`src/rtl/pipe_pkg.sv`:
```
// pipe_pkg: shared field widths, memory opcodes and the MEM-stage state type.
package pipe_pkg;

  localparam int OP_W   = 4;
  localparam int DATA_W = 8;
  localparam int REG_W  = 3;

  localparam logic [OP_W-1:0] OP_LW = 4'h8;
  localparam logic [OP_W-1:0] OP_SW = 4'h9;

  typedef enum logic {
    IDLE = 1'b0,
    WAIT = 1'b1
  } mem_state_t;

endpackage

```
`src/rtl/mem_stage.sv`:
```
// mem_stage: MEM pipeline stage; non-memory ops pass in one cycle, loads/stores wait for mem_ack.
// Build macro MEM_TIMEOUT_EN adds a WAIT timeout that completes the instruction with fault_o=1.
module mem_stage
  import pipe_pkg::*;
#(
  parameter int TIMEOUT_CYCLES = 15
) (
  input  logic              clk,
  input  logic              rst,
  input  logic              valid_i,
  input  logic [OP_W-1:0]   opcode_i,
  input  logic [DATA_W-1:0] data1_i,
  input  logic [DATA_W-1:0] alu_reg_i,
  input  logic              writeReg_i,
  input  logic [REG_W-1:0]  reg1_i,
  input  logic [REG_W-1:0]  reg2_i,
  input  logic [REG_W-1:0]  imm_i,
  output logic              stall_o,
  output logic              mem_req,
  output logic              mem_we,
  output logic [DATA_W-1:0] mem_addr,
  output logic [DATA_W-1:0] mem_wdata,
  input  logic              mem_ack,
  input  logic [DATA_W-1:0] mem_rdata,
  output logic              valid_o,
  output logic [OP_W-1:0]   opcode_o,
  output logic [DATA_W-1:0] data1_o,
  output logic [DATA_W-1:0] alu_reg_o,
  output logic              writeReg_o,
  output logic [REG_W-1:0]  reg1_o,
  output logic [REG_W-1:0]  reg2_o,
  output logic [REG_W-1:0]  imm_o,
  output logic [DATA_W-1:0] q_o,
  output logic              fault_o
);

  mem_state_t        state;
  logic [OP_W-1:0]   op_p0;
  logic [DATA_W-1:0] data1_p0;
  logic [DATA_W-1:0] alu_p0;
  logic              wr_p0;
  logic [REG_W-1:0]  reg1_p0;
  logic [REG_W-1:0]  reg2_p0;
  logic [REG_W-1:0]  imm_p0;
  logic              is_mem;
  logic              tmo;

  assign is_mem    = (opcode_i == OP_LW) || (opcode_i == OP_SW);
  assign stall_o   = (state == WAIT);
  assign mem_req   = stall_o;
  assign mem_we    = stall_o && (op_p0 == OP_SW);
  assign mem_addr  = alu_p0;
  assign mem_wdata = data1_p0;

`ifdef MEM_TIMEOUT_EN
  logic [7:0] wait_cnt;
  logic       fault_p1;

  // wait_cnt holds the number of WAIT cycles already completed; an ack in the last cycle wins.
  assign tmo     = stall_o && !mem_ack && (wait_cnt == 8'(TIMEOUT_CYCLES - 1));
  assign fault_o = fault_p1;

  always_ff @(posedge clk) begin
    if (rst) begin
      wait_cnt <= 8'd0;
      fault_p1 <= 1'b0;
    end else begin
      fault_p1 <= tmo;
      wait_cnt <= stall_o ? wait_cnt + 8'd1 : 8'd0;
    end
  end
`else
  assign tmo     = 1'b0;
  assign fault_o = 1'b0;
`endif

  always_ff @(posedge clk) begin
    if (rst) begin
      state      <= IDLE;
      op_p0      <= '0;
      data1_p0   <= '0;
      alu_p0     <= '0;
      wr_p0      <= 1'b0;
      reg1_p0    <= '0;
      reg2_p0    <= '0;
      imm_p0     <= '0;
      valid_o    <= 1'b0;
      opcode_o   <= '0;
      data1_o    <= '0;
      alu_reg_o  <= '0;
      writeReg_o <= 1'b0;
      reg1_o     <= '0;
      reg2_o     <= '0;
      imm_o      <= '0;
      q_o        <= '0;
    end else begin
      valid_o <= 1'b0;
      case (state)
        IDLE: begin
          if (valid_i && is_mem) begin
            // Memory ops are parked in the _p0 copy so outputs keep their last value until completion.
            op_p0    <= opcode_i;
            data1_p0 <= data1_i;
            alu_p0   <= alu_reg_i;
            wr_p0    <= writeReg_i;
            reg1_p0  <= reg1_i;
            reg2_p0  <= reg2_i;
            imm_p0   <= imm_i;
            state    <= WAIT;
          end else if (valid_i) begin
            valid_o    <= 1'b1;
            opcode_o   <= opcode_i;
            data1_o    <= data1_i;
            alu_reg_o  <= alu_reg_i;
            writeReg_o <= writeReg_i;
            reg1_o     <= reg1_i;
            reg2_o     <= reg2_i;
            imm_o      <= imm_i;
            q_o        <= '0;
          end
        end
        WAIT: begin
          if (mem_ack || tmo) begin
            valid_o    <= 1'b1;
            opcode_o   <= op_p0;
            data1_o    <= data1_p0;
            alu_reg_o  <= alu_p0;
            writeReg_o <= wr_p0 && !tmo;
            reg1_o     <= reg1_p0;
            reg2_o     <= reg2_p0;
            imm_o      <= imm_p0;
            q_o        <= (mem_ack && op_p0 == OP_LW) ? mem_rdata : '0;
            state      <= IDLE;
          end
        end
        default: state <= IDLE;
      endcase
    end
  end

endmodule

```
`config.mk`:
```
export PLATFORM = sky130hd
export DESIGN_NAME = mem_stage
export DESIGN_NICKNAME = d
export VERILOG_FILES = /design/src/rtl/pipe_pkg.sv /design/src/rtl/mem_stage.sv
export SDC_FILE = /design/constraint.sdc
export NUM_CORES = 1
export LEC_CHECK = 0
export BUFFER_PORTS_ARGS = -buffer_cell sky130_fd_sc_hd__buf_2
export CAP_MARGIN = 10
export CORE_UTILIZATION = 52
export CTS_CLUSTER_DIAMETER = 40
export DETAILED_ROUTE_END_ITERATION = 6
export PLACE_DENSITY_LB_ADDON = 0.15
export SETUP_SLACK_MARGIN = 0.15
export SYNTH_ARGS = -nofsm -noshare
export SYNTH_HDL_FRONTEND = slang
export SYNTH_SLANG_ARGS = --single-unit
```
`constraint.sdc`:
```
create_clock -name clk -period 1.82 [get_ports clk]
set_input_delay 0.091 -clock clk [delete_from_list [all_inputs] [get_ports clk]]
set_output_delay 0.091 -clock clk [all_outputs]
set_load 0.1 [all_outputs]
```
==> results.txt, run 1 <==
Setup slack on the critical path of the routed design comes to 0.2031 ns. Sequential cell fraction of total power: 44.2%. The net switching power is 0.001304 W. The worst setup path is launched from a flip-flop. The run finished with clean final reports.

In this run the worst hold path is classified as input pin to flip-flop. The peak supply drop was 0.5164 mV; the area of the mapped netlist was 3408 sq um. The average instance area after synthesis is 10.68 sq um, and the switching power share of the total is 34.95%. The multi-input logic area is 1817 sq um.

The first detailed-routing pass took 4 iterations. The remaining number of nets flagged by the antenna check after routing came out at 0. The element type at the critical path end is an output pin. The effective utilization at floorplan was 53.67%; the worst clock skew on the final layout was 0.008666 ns. The final-layout setup total negative slack was 0 ns. Setup repair after global routing could not meet its margin everywhere. Floorplan core area: 6350 sq um. The area taken by flip-flops and latches is 1405 sq um, and the share of total power in combinational logic is 25.7%. The HPWL after detailed placement is 4.800 mm. For the required time of the critical path, the log shows 1.73 ns.

The signal on the critical path passes through buf_12 > nor4bb_4 > and2_4 > buf_12. The maximum number of buffers from clock root to sink is 2. After detailed routing, the number of vias per cell comes to 5.485. Entering global routing, the biggest net connects 106 pins. Register bit total from synthesis: 70. The count of boundary I/O pins came out at 101. In the finished design, the share of the clock period the worst path needs comes to 88.84%. Static timing analysis puts the maximum clock frequency at 0.6184 GHz. The floorplan step defined a die boundary enclosing 6882 sq um. The critical path is of the flip-flop to output pin type. Setup violations remaining at the end of the flow were counted as 0. The power density over the cells is 892.2 nW/um^2.

The number of diodes was 0. At the worst endpoint, the arrival time is 1.53 ns. Together, buffers and inverters on the worst path number 2. Once placement finished, the instance area stood at 3953 sq um. The routed length per instance was 15.78 um.

The total count of max-transition violations in the final report is 0. TritonCTS built the clock tree. During synthesis, Yosys emitted a total of 0 warnings.

The internal power was 0.002428 W; the transition time of the tightest slew-check pin was 0.6641 ns. After synthesis, flip-flops and latches occupy 41.12% of the total area. On the critical path, the stage with the largest delay is an instance of dfxtp_4. The global-route wire length before repair was 12.75 mm; the share of cells above drive strength 1 was 39.08%.

The total global routing track utilization is 22.88%. The initialized floorplan defines 29 standard-cell rows. In this run the horizontal extent of the chip is 82.96 um. The logs give 1.633 nW for the leakage power total and 30.1% for the share of total power in the clock network.

For this run the aggregate overflow at the end of global routing stands at 0. After clock tree synthesis, the clock-pin slew on the worst setup and hold paths is 0.07 ns. The maximum fanout encountered on the critical timing path came out at 17. At the end of the flow, the number of nets in the layout was 451. Counting distinct cell types in the post-synthesis netlist gives 26.

The worst register-to-register path has a setup slack of 0.28 ns. On the worst path, the slowest cell contributes a delay of 0.39 ns. Subtracting the final worst setup slack from the clock period gives 1.617 ns. The logs give 2583 for the number of global-route vias before repair and 361 for the net count after synthesis. The logs give 3 for the depth of the CTS H-tree and 0 for the count of final hold-check violations. Counting every sink on the clock net gives 70. The remaining routing DRC violations came out at 0. The final layout contains routed wiring with a total length of 7.716 mm. After routing the design area is 4183 sq um.

OpenSTA, run right after detailed placement, puts the worst setup slack at 0.07627 ns. The number of clock buffers added by TritonCTS is 9. Relative to the synthesized area, the layout overhead comes to 22.72%. Routability-driven placement finished with a final weighted congestion of 0.7418. The number of antenna violations at the first check in global routing is 0. Total of buffers placed on input and output ports: 99.

The max capacitance violation total is 0, and the later-pin clock latency in the skew report is 0.34 ns. In this run, the number of DRC markers left after iteration 0 of detailed routing was 125. Counting the fill cells in the layout gives 542. The tree is rooted in a clkbuf_8. Across all layers, the routed design uses 2682 vias.

The tools report the worst hold margin as 0.009374 ns. The height of the die was 82.96 um. After technology mapping, the gate count stands at 319. The worst pin sits at a relative slew slack of 55.62%. In this design, the critical path's most frequently occurring cell is buf_12. The kind of cell adding the most delay to the critical path was simple AND/OR/NAND/NOR gates.
## flip-flops by register name, summed over array words and instances (netlist names), 4 cells and up
| name | cells |
|---|---|
| mem_addr | 8 |
| opcode_o | 4 |
| q_o | 8 |
| op_p0 | 4 |
| data1_o | 8 |
| alu_reg_o | 8 |
| mem_wdata | 8 |
## placed cells by master (no fill, tap or decap), drive strengths merged, types with 2 or more instances in the layout
cell type and n:
nand3b 2, inv 10, a21oi 2, buf 110, mux2i 57, nor2 2
nor3 2, dfxtp 70, and2 2, or3b 2, clkbuf 13, o32ai 8
nor3b 2, a211oi 58, nand2b 64
## worst paths after layout
check / cells after the start / from / endpoint
max: 4 / mem_req / mem_we
min: 3 / mem_rdata[1] / q_o[1]
max reg2reg: 3 / mem_req / q_o[5]
min reg2reg: 2 / q_o[1] / q_o[1]
## cells in the mapped netlist
master	count	area (sq um)
dfxtp_1	70	1401
o32ai_1	8	70.07
nand2b_1	64	400.4
nand3b_1	2	15.01
nor3b_1	1	7.510
nor3b_2	1	12.51
o211a_1	1	10.01
nor3_1	2	10.01
or3b_1	2	17.52
nor4b_2	1	15.01
nor2_1	1	3.750
mux2i_1	57	570.6
clkbuf_1	10	37.54
nor2b_2	1	8.760
a211oi_2	30	375.4
and2_1	2	12.51
buf_2	10	50.05
inv_1	10	37.54
a31oi_1	1	6.260
a21oi_1	2	10.01
buf_6	6	67.56
buf_1	2	7.510
buf_4	5	37.54
conb_1	1	3.750
a211oi_1	28	210.2
nor4bb_1	1	10.01
## repair_timing
action	CTS	global route
setup buffers	0	1
cloned	1	0
hold buffers	1	0
gates resized for setup	4	2
endpoints found under the hold margin	1	0
setup endpoints to repair	39	10
pin swaps	0	1
## logic make-up after synthesis
family | count (synthesis) | share of synthesized area (%)
compound gates | 70 | 20.01
buf+inv | 43 | 6.975
flops | 70 | 41.12
mux | 57 | 16.74
other cells | 1 | 0.1100
simple gates | 78 | 15.05
## area by class of cell
class	count	share of cell area (%)
Clock inverter	1	0.1197
Tap cell	77	2.303
Timing Repair Buffer	111	15.61
Multi-Input combinational cell	207	43.43
Clock buffer	13	4.038
Inverter	10	0.8974
Sequential cell	70	33.59
## stage by stage
step	cells	power (W)	utilization (%)
after floorplan	319	0.002457	-
after global placement	472	0.002621	62.25
after detailed placement	472	0.002632	62.25
after CTS	488	0.003760	65.54
after global routing	489	0.003874	65.87
final	489	0.003732	65.87
## tightest hold or removal path: cells and delay by family
kind	cells	cell delay (ns)
and+or+nand+nor	1	0.05
AOI/OAI and AO/OA	1	0.09
buffers and inverters	1	0.08
## per-layer routing
layer / vias to the layer above / wire length (um) / global-route usage [%]
met5: - / 0 / 0
met4: 0 / 75 / 8.934
met3: 7 / 441 / 5.666
met2: 83 / 3606 / 34.43
met1: 1263 / 3592 / 31.55
li1: 1329 / - / -
## power by group through the flow
stage | logic, W | registers (W) | clock network, W
after global routing | 0.00100 | 0.00166 | 0.00122
after detailed placement | 0.000951 | 0.00168 | 0
after global placement | 0.000941 | 0.00168 | 0
final | 0.000958 | 0.00165 | 0.00112
after floorplan | 0.000307 | 0.00215 | 0
after CTS | 0.000961 | 0.00165 | 0.00115
(Power assumes the default switching activity.)
==> run 2: changes to the inputs <==
CORE_ASPECT_RATIO = 0.6   (was default)
==> results.txt, run 2 (synthesized netlist as in run 1, its figures left out) <==
The timing-limited maximum frequency was 0.6155 GHz (-0.48%); the number of clock sinks was 70 (unchanged). The first-iteration detailed-routing DRC count was 150 (+20%). For this design, the slowest cell found on the critical path is dfxtp_4. For the number of global-route vias before repair, the log shows 2653 (+2.7%). Clock-pin slew on the worst setup and hold paths: 0.08 ns (about the same). The height of the die was 64.71 um (-22%); the routed length per instance was 15.69 um (-0.57%). Number of failing setup endpoints in the final timing report: 0 (unchanged). For the count of boundary I/O pins, the log shows 101 (unchanged).

The library cell used most frequently in the layout, excluding fill and tap cells, is buf_2. The HPWL reported at the end of detailed placement is 5.233 mm (+9.0%). The critical path goes through buf_12 > nor4bb_4 > and2_4 > buf_12. The classification of the worst setup path was flip-flop to output pin. TritonCTS built the clock tree. In this run the clock root is driven by a clkbuf_8. Area growth from synthesis to layout: 28.34%. The library cells used most frequently in the layout, excluding fill and tap cells, are buf_2, dfxtp_1, nand2b_1.

The effective utilization at floorplan was 54.79% (+1.1 points); the multi-input logic area was 1817 sq um (unchanged). The power density over the cells was 937.1 nW/um^2 (+5.0%); the required time of the critical path was 1.73 ns (about the same). The layout net count is 467 (+3.5%), and the max capacitance violation total is 0 (unchanged). The data arrival time at the worst-slack endpoint was 1.53 ns (about the same). Worst-case headroom to the max-slew limit: 57.17% (+1.5 points). The logs give 0 (unchanged) for the number of antenna violations at the first check in global routing and 6893 sq um (+0.15%) for the full die area. For the total wire length, the log shows 8.064 mm (+4.5%).

The delay of the slowest cell on the worst path was 0.39 ns (about the same). In this run the worst hold path is classified as input pin to flip-flop. The run gives 0 (unchanged) as the remaining number of nets flagged by the antenna check after routing. The total of buffers placed on input and output ports came out at 99 (unchanged).

The tools report the final-layout setup total negative slack as 0 ns (unchanged). The maximum number of buffers from clock root to sink is 2 (unchanged). The most numerous cell on the critical path was buf_12.

The logs give 2777 (+3.5%) for the total via count in the routed design and 0.4615 mV (-11%) for the peak supply drop. The die width was 106.5 um (+28%); the number of detailed-routing iterations run before antenna repair was 4 (unchanged). The later-pin clock latency in the skew report is 0.34 ns (about the same), and the TritonCTS buffer count is 9 (unchanged). Maximum fanout encountered on the critical timing path: 10 (-7). The floorplan core area is 6221 sq um (-2.0%).

For the placer congestion estimate, the log shows 0.7981 (+7.6%). The logs give 0 (unchanged) for the total grt overflow and 106 (unchanged) for the largest net degree at the start of global routing. Element type at the critical path end: an output pin. The worst setup path is launched from a flip-flop.

The flow ran to the end, and the final reports show no timing, DRC or antenna violations. The worst reg-to-reg setup slack is 0.20 ns (-0.08 ns). The tools report the number of diodes as 0 (unchanged).

The share of cells above drive strength 1 was 40.00% (+0.92 points); the total global routing track utilization was 24.25% (+1.4 points). The count of final hold-check violations was 0 (unchanged). Setup repair after global routing could not meet its margin everywhere. The per-cell via count in the routed design came out at 5.403 (-1.5%). The leakage power total was 1.726 nW (+5.7%). The final design utilization was 70.31% (+4.4 points). Worst clock skew on the final layout: 0.008671 ns (+0.000004780 ns).

The run gives 12.90 mm (+1.1%) as the global-route wire length before repair. The post-route clock period utilization works out to 89.27% (+0.43 points). The fill cell total of the finished layout came out at 519 (-4.2%). The depth of the CTS H-tree is 3 (unchanged), and the transition time of the tightest slew-check pin is 0.6410 ns (-0.02314 ns). The remaining routing DRC violations is 0 (unchanged). Number of rows in the core area: 22 (-24%). The area taken by flip-flops and latches was 1405 sq um (unchanged); the final critical-path required period was 1.625 ns (+0.007802 ns). The total count of max-transition violations in the final report was 0 (unchanged).
==> run 2: changes by cell type in the layout (fill, tap and decap cells not counted) <==
cell / before / now
clkbuf_1: 1 / 0
bufinv_16: 0 / 2
inv_6: 0 / 1
dlygate4sd3_1: 1 / 9
clkinvlp_4: 0 / 1
clkinv_2: 1 / 0
buf_4: 7 / 17
buf_12: 5 / 3
==> run 2: per-stage QoR <==
step           power [W]  setup WS, ns  hold WS [ns]  area [sq um]  instances
3_5_place_dp    0.002634       0.02000        0.3492          3936        479
5_1_grt         0.004255        0.1159       0.01095          4374        514
2_1_floorplan   0.002457        0.1947        0.2458          3415        319
3_3_place_gp    0.002620       0.07076        0.3420          3936        479
6_report        0.004099        0.1953       0.01365          4374        514
4_1_cts         0.004122      0.007161      0.001910          4298        505
==> run 2: area by class of cell <==
type / count / area share, %
Tap cell: 84 / 2.403
Sequential cell: 70 / 32.12
Clock inverter: 4 / 1.745
Timing Repair Buffer: 127 / 17.56
Clock buffer: 12 / 3.776
Inverter: 10 / 0.8581
Multi-Input combinational cell: 207 / 41.53
==> run 2: power by group <==
part	leakage, nW	internal [W]	total (W)	switching (W)
registers	0.573	0.00160	0.00165	0.0000484
logic	1.03	0.000247	0.000976	0.000730
clock network	0.119	0.000889	0.00147	0.000582
==> run 2: per-layer routing <==
metal  vias up  share of wire [%]  track usage [%]
met3         9                5.7            6.740
li1       1366                  -                -
met5         -                  0                0
met2        81                 44            37.09
met4         0                1.3            8.219
met1      1321                 49            32.96
==> run 2: worst paths after layout <==
check | from | endpoint | cells past startpoint
setup reg to reg | mem_req | reg1_p0[0] | 5
hold reg to reg | q_o[0] | q_o[0] | 2
setup / recovery | mem_req | mem_we | 4
hold / removal | data1_i[1] | mem_wdata[1] | 3
==> run 2: worst max-delay path: cells and delay by family (launching register included) <==
kind / cells / cell delay (ns)
buffers and inverters: 2 / 0.30
and+or+nand+nor: 2 / 0.50
DFF: 1 / 0.39
==> run 2: timing repair <==
action,4_1_cts,5_1_grt
gates resized for setup,5,1
endpoints found under the setup margin,41,2
buffers inserted,0,9
gates cloned,1,0
hold buffers,9,0
pin swaps,1,0
endpoints found under the hold margin,9,0
